## src/rtl/ace_pkg.sv

```systemverilog
// ----------------------------------------------------------------------------
// ace_pkg
// Shared definitions for the ACE snoop initiator:
//   - AR / AW snoop request encodings accepted from the shareability decoder
//   - AC snoop opcodes broadcast to the snooped masters
//   - CR response struct and its bit positions
//   - FSM state encoding of the snoop initiator
// No ports (package).
// ----------------------------------------------------------------------------
package ace_pkg;

    // AR snoop encodings (4 bits)
    localparam logic [3:0] AR_READ_ONCE             = 4'b0000;
    localparam logic [3:0] AR_READ_SHARED           = 4'b0001;
    localparam logic [3:0] AR_READ_CLEAN            = 4'b0010;
    localparam logic [3:0] AR_READ_NOT_SHARED_DIRTY = 4'b0011;
    localparam logic [3:0] AR_READ_UNIQUE           = 4'b0111;
    localparam logic [3:0] AR_CLEAN_SHARED          = 4'b1000;
    localparam logic [3:0] AR_CLEAN_INVALID         = 4'b1001;
    localparam logic [3:0] AR_CLEAN_UNIQUE          = 4'b1011;
    localparam logic [3:0] AR_MAKE_UNIQUE           = 4'b1100;
    localparam logic [3:0] AR_MAKE_INVALID          = 4'b1101;

    // AW snoop encodings (3 bits, arrive zero-extended to 4)
    localparam logic [2:0] AW_WRITE_UNIQUE          = 3'b000;
    localparam logic [2:0] AW_WRITE_LINE_UNIQUE     = 3'b001;

    // AC snoop opcodes
    localparam logic [3:0] AC_READ_ONCE             = 4'b0000;
    localparam logic [3:0] AC_READ_SHARED           = 4'b0001;
    localparam logic [3:0] AC_READ_CLEAN            = 4'b0010;
    localparam logic [3:0] AC_READ_NOT_SHARED_DIRTY = 4'b0011;
    localparam logic [3:0] AC_READ_UNIQUE           = 4'b0111;
    localparam logic [3:0] AC_CLEAN_SHARED          = 4'b1000;
    localparam logic [3:0] AC_CLEAN_INVALID         = 4'b1001;
    localparam logic [3:0] AC_MAKE_INVALID          = 4'b1101;

    // CR response layout
    localparam int CR_W                = 5;
    localparam int CR_DATA_TRANSFER    = 0;
    localparam int CR_ERROR            = 1;
    localparam int CR_PASS_DIRTY       = 2;
    localparam int CR_IS_SHARED        = 3;
    localparam int CR_WAS_UNIQUE       = 4;

    typedef struct packed {
        logic was_unique;     // bit 4
        logic is_shared;      // bit 3
        logic pass_dirty;     // bit 2
        logic error;          // bit 1
        logic data_transfer;  // bit 0
    } cr_resp_t;

    // Aggregated response returned when the request opcode cannot be snooped
    localparam logic [CR_W-1:0] CR_RESP_UNSUPPORTED = 5'b00010;

    typedef enum logic [1:0] {
        ST_IDLE  = 2'd0,
        ST_SNOOP = 2'd1,
        ST_RESP  = 2'd2
    } snp_state_e;

endpackage

```

## src/rtl/ace_snoop_map.sv

```systemverilog
// ----------------------------------------------------------------------------
// ace_snoop_map
// Combinational translation of an incoming AR/AW snoop request into the AC
// snoop opcode broadcast to the snooped masters.
// Ports:
//   i_is_aw        1 = AW request (3-bit snoop, zero-extended), 0 = AR request
//   i_snoop        request snoop field
//   o_ac_snoop     mapped AC opcode (0 when unsupported)
//   o_unsupported  request opcode has no AC equivalent
// ----------------------------------------------------------------------------
module ace_snoop_map
    import ace_pkg::*;
(
    input  logic       i_is_aw,
    input  logic [3:0] i_snoop,
    output logic [3:0] o_ac_snoop,
    output logic       o_unsupported
);

    always_comb begin
        o_ac_snoop    = AC_READ_ONCE;
        o_unsupported = 1'b0;
        if (i_is_aw) begin
            // Bit 3 must be zero: anything above the 3-bit AW range is rejected.
            case (i_snoop)
                {1'b0, AW_WRITE_UNIQUE}:      o_ac_snoop = AC_CLEAN_INVALID;
                {1'b0, AW_WRITE_LINE_UNIQUE}: o_ac_snoop = AC_MAKE_INVALID;
                default:                      o_unsupported = 1'b1;
            endcase
        end else begin
            case (i_snoop)
                AR_READ_ONCE:             o_ac_snoop = AC_READ_ONCE;
                AR_READ_SHARED:           o_ac_snoop = AC_READ_SHARED;
                AR_READ_CLEAN:            o_ac_snoop = AC_READ_CLEAN;
                AR_READ_NOT_SHARED_DIRTY: o_ac_snoop = AC_READ_NOT_SHARED_DIRTY;
                AR_READ_UNIQUE:           o_ac_snoop = AC_READ_UNIQUE;
                AR_CLEAN_SHARED:          o_ac_snoop = AC_CLEAN_SHARED;
                AR_CLEAN_INVALID:         o_ac_snoop = AC_CLEAN_INVALID;
                AR_MAKE_INVALID:          o_ac_snoop = AC_MAKE_INVALID;
                // Unique-gaining requests only need the other copies gone.
                AR_CLEAN_UNIQUE:          o_ac_snoop = AC_CLEAN_INVALID;
                AR_MAKE_UNIQUE:           o_ac_snoop = AC_MAKE_INVALID;
                default:                  o_unsupported = 1'b1;
            endcase
        end
    end

endmodule

```

## src/rtl/ace_snoop_issue.sv

```systemverilog
// ----------------------------------------------------------------------------
// ace_snoop_issue
// CCU-side snoop initiator. Accepts one shareable AR/AW request, broadcasts
// the mapped AC snoop to every snooped master except the initiator, gathers
// one CR response per snooper and returns a single aggregated response.
// Exactly one transaction is in flight at a time.
//
// Ports:
//   clk_i, rst_i           clock, synchronous active-high reset
//   req_*                  request channel from the shareability decoder
//   ac_valid_o/ac_ready_i  per-snooper AC handshake; ac_addr/snoop/prot shared
//   cr_valid_i/cr_ready_o  per-snooper CR handshake; cr_resp_i 5 bits each
//   resp_valid_o/ready_i   aggregated response handshake
//   resp_o                 OR of accepted CR responses (error bit forced for
//                          unsupported opcodes)
//   resp_src_o             lowest snooper index that returned DataTransfer
//
// Handshake rule on every channel: a transfer happens on a rising edge where
// valid and ready are both high; a valid, once raised, stays high with stable
// payload until that transfer; ready may depend on state but never on the
// same channel's valid.
// ----------------------------------------------------------------------------
module ace_snoop_issue
    import ace_pkg::*;
#(
    parameter int NumSnp    = 2,
    parameter int AddrWidth = 64,
    parameter int IdxWidth  = (NumSnp > 1) ? $clog2(NumSnp) : 1
) (
    input  logic                     clk_i,
    input  logic                     rst_i,

    input  logic                     req_valid_i,
    output logic                     req_ready_o,
    input  logic                     req_is_aw_i,
    input  logic [3:0]               req_snoop_i,
    input  logic [AddrWidth-1:0]     req_addr_i,
    input  logic [2:0]               req_prot_i,
    input  logic [IdxWidth-1:0]      req_init_i,

    output logic [NumSnp-1:0]        ac_valid_o,
    input  logic [NumSnp-1:0]        ac_ready_i,
    output logic [AddrWidth-1:0]     ac_addr_o,
    output logic [3:0]               ac_snoop_o,
    output logic [2:0]               ac_prot_o,

    input  logic [NumSnp-1:0]        cr_valid_i,
    output logic [NumSnp-1:0]        cr_ready_o,
    input  logic [NumSnp*CR_W-1:0]   cr_resp_i,

    output logic                     resp_valid_o,
    input  logic                     resp_ready_i,
    output logic [CR_W-1:0]          resp_o,
    output logic [IdxWidth-1:0]      resp_src_o
);

    snp_state_e             r_state;
    snp_state_e             w_state_nxt;

    logic [AddrWidth-1:0]   r_addr;
    logic [2:0]             r_prot;
    logic [3:0]             r_snoop;
    logic [NumSnp-1:0]      r_ac_pend;
    logic [NumSnp-1:0]      r_cr_pend;
    logic [CR_W-1:0]        r_acc;
    logic [IdxWidth-1:0]    r_src;
    logic                   r_src_found;

    logic                   w_req_hs;
    logic [3:0]             w_map_snoop;
    logic                   w_map_unsup;
    logic [NumSnp-1:0]      w_init_mask;
    logic [NumSnp-1:0]      w_ac_hs;
    logic [NumSnp-1:0]      w_cr_hs;
    logic [NumSnp-1:0]      w_ac_pend_nxt;
    logic [NumSnp-1:0]      w_cr_pend_nxt;
    logic [CR_W-1:0]        w_cr_or;
    logic                   w_src_hit;
    logic [IdxWidth-1:0]    w_src_idx;
    cr_resp_t               w_cr_one;

    ace_snoop_map u_map (
        .i_is_aw       (req_is_aw_i),
        .i_snoop       (req_snoop_i),
        .o_ac_snoop    (w_map_snoop),
        .o_unsupported (w_map_unsup)
    );

    // Every snooper except the initiator. An out-of-range initiator index
    // simply excludes nobody.
    always_comb begin
        w_init_mask = '0;
        for (int i = 0; i < NumSnp; i++) begin
            w_init_mask[i] = (req_init_i != IdxWidth'(i));
        end
    end

    assign w_req_hs      = req_valid_i & req_ready_o;
    assign w_ac_hs       = ac_valid_o & ac_ready_i;
    assign w_cr_hs       = cr_valid_i & cr_ready_o;
    assign w_ac_pend_nxt = r_ac_pend & ~w_ac_hs;
    assign w_cr_pend_nxt = r_cr_pend & ~w_cr_hs;

    // Merge of this cycle's accepted CRs. Scanning downward leaves the lowest
    // DataTransfer index in w_src_idx.
    always_comb begin
        w_cr_or   = '0;
        w_src_hit = 1'b0;
        w_src_idx = '0;
        w_cr_one  = '0;
        for (int i = NumSnp - 1; i >= 0; i--) begin
            w_cr_one = cr_resp_t'(cr_resp_i[i*CR_W +: CR_W]);
            if (w_cr_hs[i]) begin
                w_cr_or = w_cr_or | w_cr_one;
                if (w_cr_one.data_transfer) begin
                    w_src_hit = 1'b1;
                    w_src_idx = IdxWidth'(i);
                end
            end
        end
    end

    // ---------------- FSM ----------------
    always_ff @(posedge clk_i) begin
        if (rst_i) begin
            r_state <= ST_IDLE;
        end else begin
            r_state <= w_state_nxt;
        end
    end

    always_comb begin
        w_state_nxt  = r_state;
        req_ready_o  = 1'b0;
        ac_valid_o   = '0;
        cr_ready_o   = '0;
        resp_valid_o = 1'b0;
        case (r_state)
            ST_IDLE: begin
                req_ready_o = 1'b1;
                if (w_req_hs) begin
                    if (w_map_unsup || (w_init_mask == '0)) begin
                        w_state_nxt = ST_RESP;
                    end else begin
                        w_state_nxt = ST_SNOOP;
                    end
                end
            end
            ST_SNOOP: begin
                ac_valid_o = r_ac_pend;
                // A snooper's CR is only taken once its own AC has gone out.
                cr_ready_o = r_cr_pend & ~r_ac_pend;
                if ((w_ac_pend_nxt == '0) && (w_cr_pend_nxt == '0)) begin
                    w_state_nxt = ST_RESP;
                end
            end
            ST_RESP: begin
                resp_valid_o = 1'b1;
                if (resp_ready_i) begin
                    w_state_nxt = ST_IDLE;
                end
            end
            default: begin
                w_state_nxt = ST_IDLE;
            end
        endcase
    end

    // ---------------- Datapath ----------------
    always_ff @(posedge clk_i) begin
        if (rst_i) begin
            r_addr      <= '0;
            r_prot      <= '0;
            r_snoop     <= '0;
            r_ac_pend   <= '0;
            r_cr_pend   <= '0;
            r_acc       <= '0;
            r_src       <= '0;
            r_src_found <= 1'b0;
        end else begin
            case (r_state)
                ST_IDLE: begin
                    if (w_req_hs) begin
                        r_addr      <= req_addr_i;
                        r_prot      <= req_prot_i;
                        r_snoop     <= w_map_snoop;
                        r_src       <= '0;
                        r_src_found <= 1'b0;
                        if (w_map_unsup) begin
                            r_ac_pend <= '0;
                            r_cr_pend <= '0;
                            r_acc     <= CR_RESP_UNSUPPORTED;
                        end else begin
                            r_ac_pend <= w_init_mask;
                            r_cr_pend <= w_init_mask;
                            r_acc     <= '0;
                        end
                    end
                end
                ST_SNOOP: begin
                    r_ac_pend <= w_ac_pend_nxt;
                    r_cr_pend <= w_cr_pend_nxt;
                    r_acc     <= r_acc | w_cr_or;
                    // Keep the lowest data-carrying index even if a higher
                    // one answered first.
                    if (w_src_hit && (!r_src_found || (w_src_idx < r_src))) begin
                        r_src       <= w_src_idx;
                        r_src_found <= 1'b1;
                    end
                end
                default: begin
                end
            endcase
        end
    end

    assign ac_addr_o  = r_addr;
    assign ac_snoop_o = r_snoop;
    assign ac_prot_o  = r_prot;
    assign resp_o     = r_acc;
    assign resp_src_o = r_src;

endmodule
```

## config.mk

```make
export PLATFORM = sky130hd
export DESIGN_NAME = ace_snoop_issue
export DESIGN_NICKNAME = d
export VERILOG_FILES = /design/src/rtl/ace_pkg.sv /design/src/rtl/ace_snoop_map.sv /design/src/rtl/ace_snoop_issue.sv
export SDC_FILE = /design/constraint.sdc
export NUM_CORES = 1
export LEC_CHECK = 0
export BUFFER_PORTS_ARGS = -buffer_cell sky130_fd_sc_hd__buf_2
export CAP_MARGIN = 30
export CORE_ASPECT_RATIO = 1.1
export CORE_UTILIZATION = 30
export DETAILED_ROUTE_END_ITERATION = 8
export SYNTH_ARGS = -nofsm -noshare
export SYNTH_HDL_FRONTEND = slang
export SYNTH_SLANG_ARGS = --single-unit
```

## constraint.sdc

```tcl
create_clock -name clk_i -period 3.1 [get_ports clk_i]
set_input_delay 0.31 -clock clk_i [delete_from_list [all_inputs] [get_ports clk_i]]
set_output_delay 0.31 -clock clk_i [all_outputs]
set_load 0.02 [all_outputs]
```

# Word level (Yosys, flattened, before mapping)
# Cells that the tools add are included.
# op_classes
magnitude_cmp	1
eq_ne	15
mux	35
bitwise_logic	12
reduce_logical	19
# op_table
operator	count
case mux 4 bit (7 select lines)	1
== test 4 bit (second input constant)	5
2-to-1 mux 2 bit	9
2-to-1 mux 5 bit	3
2-to-1 mux 1 bit	14
AND 2 bit	5
bitwise OR 5 bit	2
case mux 5 bit (2 select lines)	1
OR reduction 10 bit	1
== test 4 x 2 -> 1 bit (second input constant)	2
zero test 2 bit	4
inequality test 2 bit (second input constant)	4
case mux 2 bit (2 select lines)	2
case mux 4 bit (2 select lines)	1
inverter 2 bit	3
case mux 2 bit (3 select lines)	1
AND reduction 3 bit	2
OR reduction 2 bit	3
== test 4 x 1 -> 1 bit (second input constant)	1
== test 4 x 3 -> 1 bit (second input constant)	1
zero test 4 bit	1
2-to-1 mux 4 bit	1
case mux 1 bit (2 select lines)	2
AND reduction 2 bit	2
9 further kinds	11
# totals
ff_bits	84
inputBits	91
output_inout_bits	83
word_cells	91

# Longest topological paths before layout
# Gate-level depths: netlist of the first run.
# depth
word_depth	12
mapped_depth	8
ltp_nobuf	4

# Cells and area by module
# Synthesis of the first run repeated with hierarchy kept, for this count alone.
# unflattened
cells_unflattened	412
hier_area_um2	3306.9
# modules_own_cells
module	instances	cells_each	area_each_um2	seq_area_each_um2
ace_snoop_issue	1	392	3184.3	1681.6
ace_snoop_map	1	20	122.6	0.0

# Worst setup path after synthesis of the first run
# No wires, ideal clock.
# synth_path
kind	register to register
startpoint	register r_state[1]
endpoint	register r_acc[1], in the netlist resp_o[1]
setup_time_ps	103
arrival_ps	1350
required_ps	2997
setup_slack_ps	1646
stages_incl_launch_ff	6
n_path_buf	1
synth_period_minus_slack_ps	1454
cell_sequence	dfxtp_1 > buf_2 > nand2b_4 > nor4b_4 > a2111oi_2 > a2111oi_2
# synth_between
elab_chain_cells	8
word_cells_on_any_way	14
classes_between	2 x eq/ne; 5 x mux; 4 x bitwise; 3 x reduce/logical
# synth_lines
element	line	source
start, declared	ace_snoop_issue.sv:57	snp_state_e r_state;
start signal, assigned	ace_snoop_issue.sv:128	r_state <= w_state_nxt;
== test 2 x 1 -> 1 bit	ace_snoop_issue.sv:138, ace_snoop_issue.sv:181	
2-to-1 mux 2 bit	ace_snoop_issue.sv:138	case (r_state)
AND 2 bit	ace_snoop_issue.sv:100	assign w_cr_hs = cr_valid_i & cr_ready_o;
2-to-1 mux 5 bit	ace_snoop_issue.sv:113	if (w_cr_hs[i]) begin
bitwise OR 5 bit	ace_snoop_issue.sv:114	w_cr_or = w_cr_or | w_cr_one;
2-to-1 mux 5 bit	ace_snoop_issue.sv:113	
bitwise OR 5 bit	ace_snoop_issue.sv:203	r_acc <= r_acc | w_cr_or;
case mux 5 bit (2 select lines)	ace_snoop_issue.sv:181	case (r_state)
end signal, assigned	ace_snoop_issue.sv:203	
end, declared	ace_snoop_issue.sv:65	logic [CR_W-1:0] r_acc;
# Parallel ways exist; a longest one is shown, timed or not.
# A chain may end at the register's enable or synchronous reset.

# Worst setup path after layout of the first run
# layout_path
startpoint	register r_state[0]
endpoint	register r_cr_pend[1]
# layout_between
elab_chain_cells	6
word_cells_on_any_way	12
classes_between	2 x eq/ne; 3 x mux; 4 x bitwise; 3 x reduce/logical
# layout_lines
element	line	source
== test 2 x 1 -> 1 bit	ace_snoop_issue.sv:138, ace_snoop_issue.sv:181	
2-to-1 mux 2 bit	ace_snoop_issue.sv:138	
AND 2 bit	ace_snoop_issue.sv:100	
inverter 2 bit	ace_snoop_issue.sv:102	assign w_cr_pend_nxt = r_cr_pend & ~w_cr_hs;
AND 2 bit	ace_snoop_issue.sv:102	
case mux 2 bit (2 select lines)	ace_snoop_issue.sv:181	
end signal, assigned	ace_snoop_issue.sv:195	r_cr_pend <= w_init_mask;
end signal, assigned	ace_snoop_issue.sv:202	r_cr_pend <= w_cr_pend_nxt;
end, declared	ace_snoop_issue.sv:64	logic [NumSnp-1:0] r_cr_pend;
# Parallel ways exist; a longest one is shown, timed or not.

==> flow_summary.ini, run 1 <==
[logic_synthesis]
synthFlopType = dfxtp_1
synth_most_common_cell = nand2_1
syn_area_per_cell_sq_um = 8.05
synth-simple-area-share = 0.249
synth_top_family_by_area = simple AND/OR/NAND/NOR gates
synth_compound_area_frac = 0.184
synth-seq-cells = 84
synth-edff-count = 0
synthTopCellsByArea = dfxtp_1, nand2_1, a21oi_1, buf_2, clkbuf_1
yosys.area.top_type_share = 0.521
synth_xor_area_frac = 0
synth_commonest_cells = nand2_1, dfxtp_1, a21oi_1
async_flop_share = 0
synthMuxAreaShare = 0.00349
yosysSeqAreaShare = 0.521
synth_nets = 492
syn_area_sq_um = 3230
netlist_instances = 401
yosysTopAreaCell = dfxtp_1
synthAdderAreaFrac = 0
ys_warn_count = 0
yosysUniqueCellTypes = 38

[outcome]
status = finished clean

[timing]
rsz0062_at_grt = no
fin_crit_sh = 0.629
slew_headroom = 0.512
final.setup.worst_slack_ns = 1.15
hold_viol_final = 0
tightest_slew_ns = 0.732
setup_viol = 0
post-route-min-period_ns = 1.95
setup_tns_ns = 0
finClkSkew_ns = 0.00666
max_freq_mhz = 513
final-max-slew-violation-count = 0

[detailed_routing]
drtIter0Drc = 127
vias = 3293
routed_via_density = 4.64
route.detailed.drc = 0
dr.pass1.iters = 4
ant_nets = 0
finalWirelength_mm = 8.72
wl_per_cell_um = 12.3

[placement]
pre_cts_ws_ns = 1.14
dpl-instance-area_sq_um = 4200
portBuffers = 173
dp_hpwl_mm = 6.19
place.gp.congestion = 0.738

[layout]
ff_latch_area_sq_um = 1680
antennaDiodeCount = 0
fillCellCount = 1112
stdcell_area_sq_um = 4470
multi_input_area_sq_um = 1420
post-route-util = 0.428
nets = 653
drive_gt1_frac = 0.360
syn_to_final_growth_pct = 38.4

[cts]
cts_resized = 0
cts_buffers = 9
clk_pin_slew_worst_paths_ns = 0.06
postCtsSetupRepairBufs = 0
clkSinkCount = 84
clock_path_buffers = 2
clkLatencyLatePin_ns = 0.33
h-tree-depth = 3
cts_tree = built
root_buffer = clkbuf_16
postCtsHoldBufs = 0

[setup_path]
slowest_delay_ns = 0.66
critPathRequiredTime_ns = 3.34
worstSetupStartpointType = register
path_cells = nand2b_2 -> buf_4 -> nand3b_1 -> o32ai_1
rrSetupSlack_ns = 1.15
critPathMaxFanout = 34
end_kind = register
cp_slowest_cell = nand2b_2
critical_path_class = reg2reg
worst_ep_arrival_time_ns = 2.19
r2r-start = r_state[0]
rr_endpoint = r_cr_pend[1]
rr_worst_depth = 4

[floorplan]
start_util = 0.309
rows = 39
die_height_um = 111
dieArea_sq_um = 11200
placeableCoreArea_sq_um = 10400
die_x_um = 101
boundaryPins = 174

[hold_path]
hold-path-endpoint = resp_src_o
hold_class = in2reg
holdCritStartpoint = cr_resp_i[0]
hold_depth = 2

[global_route]
grt_max_degree = 58
track_usage = 0.157
grt_remaining_overflow = 0
first_global_vias = 3060
grt_pass1_wl_mm = 14.0
grt_antenna_before_repair = 0

[pwr]
p_leak_nw = 2.06
powerDensity_nw_per_um2 = 593
ir_drop_v = 0.000246

[flow_run]
drv_cap = 0
-- worst max-delay path: cells and delay by family, from the launching register on --
kind | cells | cell delay (ns)
simple gates | 2 | 0.79
compound gates | 1 | 0.12
buf+inv | 1 | 0.42
flops | 1 | 0.52
-- layer usage --
layer / GRT usage / routed length (um) / part of all wire / vias up
li1: - / - / - / 1661
met1: 0.179 / 3730 / 0.43 / 1510
met2: 0.278 / 4290 / 0.49 / 114
met3: 0.0460 / 604 / 0.069 / 8
met4: 0.0502 / 94 / 0.011 / 0
met5: 0 / 0 / 0 / -
-- worst max-delay path by stage --
stage / endpoint / startpoint / cells past startpoint
after global routing: r_cr_pend[1] / r_state[0] / 4
final: r_cr_pend[1] / r_state[0] / 4
after floorplan: resp_o[1] / r_state[1] / 5
after CTS: r_cr_pend[1] / r_state[0] / 4
after global placement: r_cr_pend[1] / r_state[0] / 4
after detailed placement: ac_addr_o[52] / r_state[0] / 4
-- kinds of logic after synthesis --
logic type / count (synthesis)
mux: 1
buf+inv: 32
simple gates: 184
compound gates: 100
flops: 84
-- layout by cell type, fill, tap and decap left out, types with 3 or more instances in the layout --
master,n
a21oi_1,74
a222oi_1,4
a31oi_1,3
buf_2,173
buf_4,6
clkbuf_16,9
dfxtp_1,84
inv_1,3
nand2_1,140
nand2b_1,4
nand3_1,3
nor2_1,15
nor2b_1,3
nor3_1,3
nor3b_1,3
-- where the power goes --
part / switching (mW) / total [mW] / internal (mW)
sequential: 0.0436 / 1.20 / 1.16
clock: 0.399 / 0.979 / 0.580
combinational: 0.299 / 0.470 / 0.170
total: 0.742 / 2.65 / 1.91
-- sequential cells by signal, summed over array words and instances (netlist names) --
| signal | count |
|---|---|
| resp_src_o | 1 |
| ac_addr_o | 64 |
| resp_o | 5 |
| r_ac_pend | 2 |
| r_cr_pend | 2 |
| r_state | 2 |
| r_src_found | 1 |
| ac_snoop_o | 4 |
| ac_prot_o | 3 |
-- layout make-up --
class                      count  area share
sequential                    84       0.376
multi-input combinational    285       0.317
timing repair buffer         179       0.204
clock buffer                  13      0.0582
tap                          143      0.0400
inverter                       3     0.00252
clock inverter                 2     0.00224
-- metrics by stage --
step	hold WS, ns	total power, mW	std cells
floorplan	0.410	1.52	401
global placement	0.438	1.69	694
detailed placement	0.443	1.70	694
CTS	0.183	2.70	709
global route	0.187	2.79	709
finish	0.193	2.65	709
No activity file was read; power rests on OpenSTA's default activity.
==> inputs of run 2 (changes only) <==
Settings changed: ABC_AREA set to 1.
Clock period 3.1 ns to 2 ns, I/O delays scaled along.
==> run 2 against run 1 <==
  * Sequential share of layout area decreased by 1.0 points
  * Power increased by 110%
  * Synthesized cell count increased by 10%
  * Flip-flop and latch count unchanged
  * Combinational power increased to 3.6 times the previous value
  * Core utilization increased by 0.97 points
  * Critical path type unchanged
  * Largest cell class unchanged
==> flow_summary.ini, run 2 <==
[setup_path]
critPathRequiredTime_ns = 2.28
critical_path_class = reg2reg
end_kind = register
worstSetupStartpointType = register
worst_ep_arrival_time_ns = 1.80
critPathMaxFanout = 25
r2r-start = r_state[0]
crit_path_start = r_state[0]

[hold_path]
holdCritStartpoint = req_addr_i[25]
hold_class = in2reg

[pwr]
clkPwrFrac = 0.320
switchingPower_mw = 2.00
p_leak_nw = 2.32
powerDensity_nw_per_um2 = 1240
p_int_mw = 3.68
seqPwrFrac = 0.381
p_sw_frac = 0.353
ir_drop_v = 0.000511
pwr-share-comb = 0.299

[logic_synthesis]
synth_nets = 532
yosysSeqAreaShare = 0.517
synth-edff-count = 0
syn_area_per_cell_sq_um = 7.38
synthFlopType = dfxtp_1
synth_most_common_cell = nor2_1
synth-seq-cells = 84
netlist_instances = 441
yosysUniqueCellTypes = 27
syn_area_sq_um = 3250
yosys.area.top_type_share = 0.517
async_flop_share = 0
synth_commonest_cells = nor2_1, dfxtp_1, o21ai_0
synthTopCellsByArea = dfxtp_1, nor2_1, o21ai_0, nand2_1, inv_1
yosysTopAreaCell = dfxtp_1
ys_warn_count = 0

[floorplan]
rows = 39
start_util = 0.310
dieArea_sq_um = 11300
die_height_um = 111
placeableCoreArea_sq_um = 10500
die_x_um = 101
boundaryPins = 174

[global_route]
grt_pass1_wl_mm = 14.6
track_usage = 0.162
grt_remaining_overflow = 0
grt_max_degree = 55
grt_antenna_before_repair = 0
first_global_vias = 3200

[layout]
syn_to_final_growth_pct = 41.1
final_cell_mix = buf_2, nor2_1, dfxtp_1, o21ai_0, nand2_1
drive_gt1_frac = 0.345
nets = 700
final_common_cell = buf_2
antennaDiodeCount = 0
stdcell_area_sq_um = 4590
largest_register_ffs = 64

[placement]
dpl-instance-area_sq_um = 4260
portBuffers = 173
dp_hpwl_mm = 6.53
place.gp.congestion = 0.836
pre_cts_ws_ns = 0.534

[outcome]
status = finished clean

[timing]
setup_viol = 0
hold_viol_final = 0
max_freq_mhz = 654
final-max-slew-violation-count = 0
tightest_slew_ns = 0.470
final.setup.worst_slack_ns = 0.471
slew_headroom = 0.687
finClkSkew_ns = 0.00987
post-route-min-period_ns = 1.53
fin_crit_sh = 0.765
rsz0062_at_grt = no
setup_tns_ns = 0

[flow_run]
drv_cap = 0

[cts]
cts_buffers = 9
h-tree-depth = 3
clkLatencyLatePin_ns = 0.33
cts_resized = 0
clk_pin_slew_worst_paths_ns = 0.07
root_buffer = clkbuf_16
postCtsSetupRepairBufs = 0
postCtsHoldBufs = 0
clkSinkCount = 84
clock_path_buffers = 2
cts_tree = built

[detailed_routing]
drtIter0Drc = 101
finalWirelength_mm = 8.89
wl_per_cell_um = 11.7
dr.pass1.iters = 4
routed_via_density = 4.49
ant_nets = 0
route.detailed.drc = 0
vias = 3399
[run 2: final timing paths]
kind	endpoint	slack, ns	depth (start not counted)
max	ac_snoop_o[0]	0.47	8
min	ac_addr_o[25]	0.12	3
max reg2reg	ac_snoop_o[0]	0.47	8
min reg2reg	r_src_found	0.47	2
[run 2: stage by stage]
stage,std cells,power (mW),hold WS [ns],util
after global routing,757,6.07,0.112,0.438
after detailed placement,741,3.92,0.457,0.406
final,757,5.68,0.116,0.438
after CTS,757,5.77,0.101,0.438
after global placement,741,3.88,0.447,0.406
after floorplan,441,3.34,0.269,-
[run 2: logic make-up after synthesis]
family | share of synthesized area
AND/OR/NAND/NOR | 0.275
AO/OA/AOI/OAI | 0.147
flip-flops | 0.517
buffers and inverters | 0.0615
[run 2: metal layers]
layer	track usage	share of wire
met2	0.275	0.47
met1	0.187	0.43
met3	0.0536	0.079
met5	0	0
met4	0.0551	0.012
[run 2: worst max-delay path, stage by stage (launching register included)]
cell and delay, ns:
dfxtp_1 0.38, nor2_2 0.19, nand2_2 0.09, buf_4 0.22, nor2_1 0.19, nand4_1 0.15
o311ai_1 0.12, nand2_1 0.08, inv_1 0.05
[run 2: final cells by class]
cell class / count / area (sq um)
Inverter: 26 / 97.6
Tap cell: 143 / 179
Multi-Input combinational cell: 308 / 1370
Fill cell: 1093 / 5900
Clock inverter: 7 / 104
Sequential cell: 84 / 1680
Timing Repair Buffer: 180 / 931
Clock buffer: 9 / 225
[run 2: power groups by stage]
stage,Clock (mW),Combinational [mW],Sequential (mW)
after floorplan,0,0.789,2.55
after global placement,0,1.69,2.19
after detailed placement,0,1.72,2.21
after CTS,1.88,1.72,2.17
after global routing,1.97,1.90,2.20
final,1.82,1.70,2.16
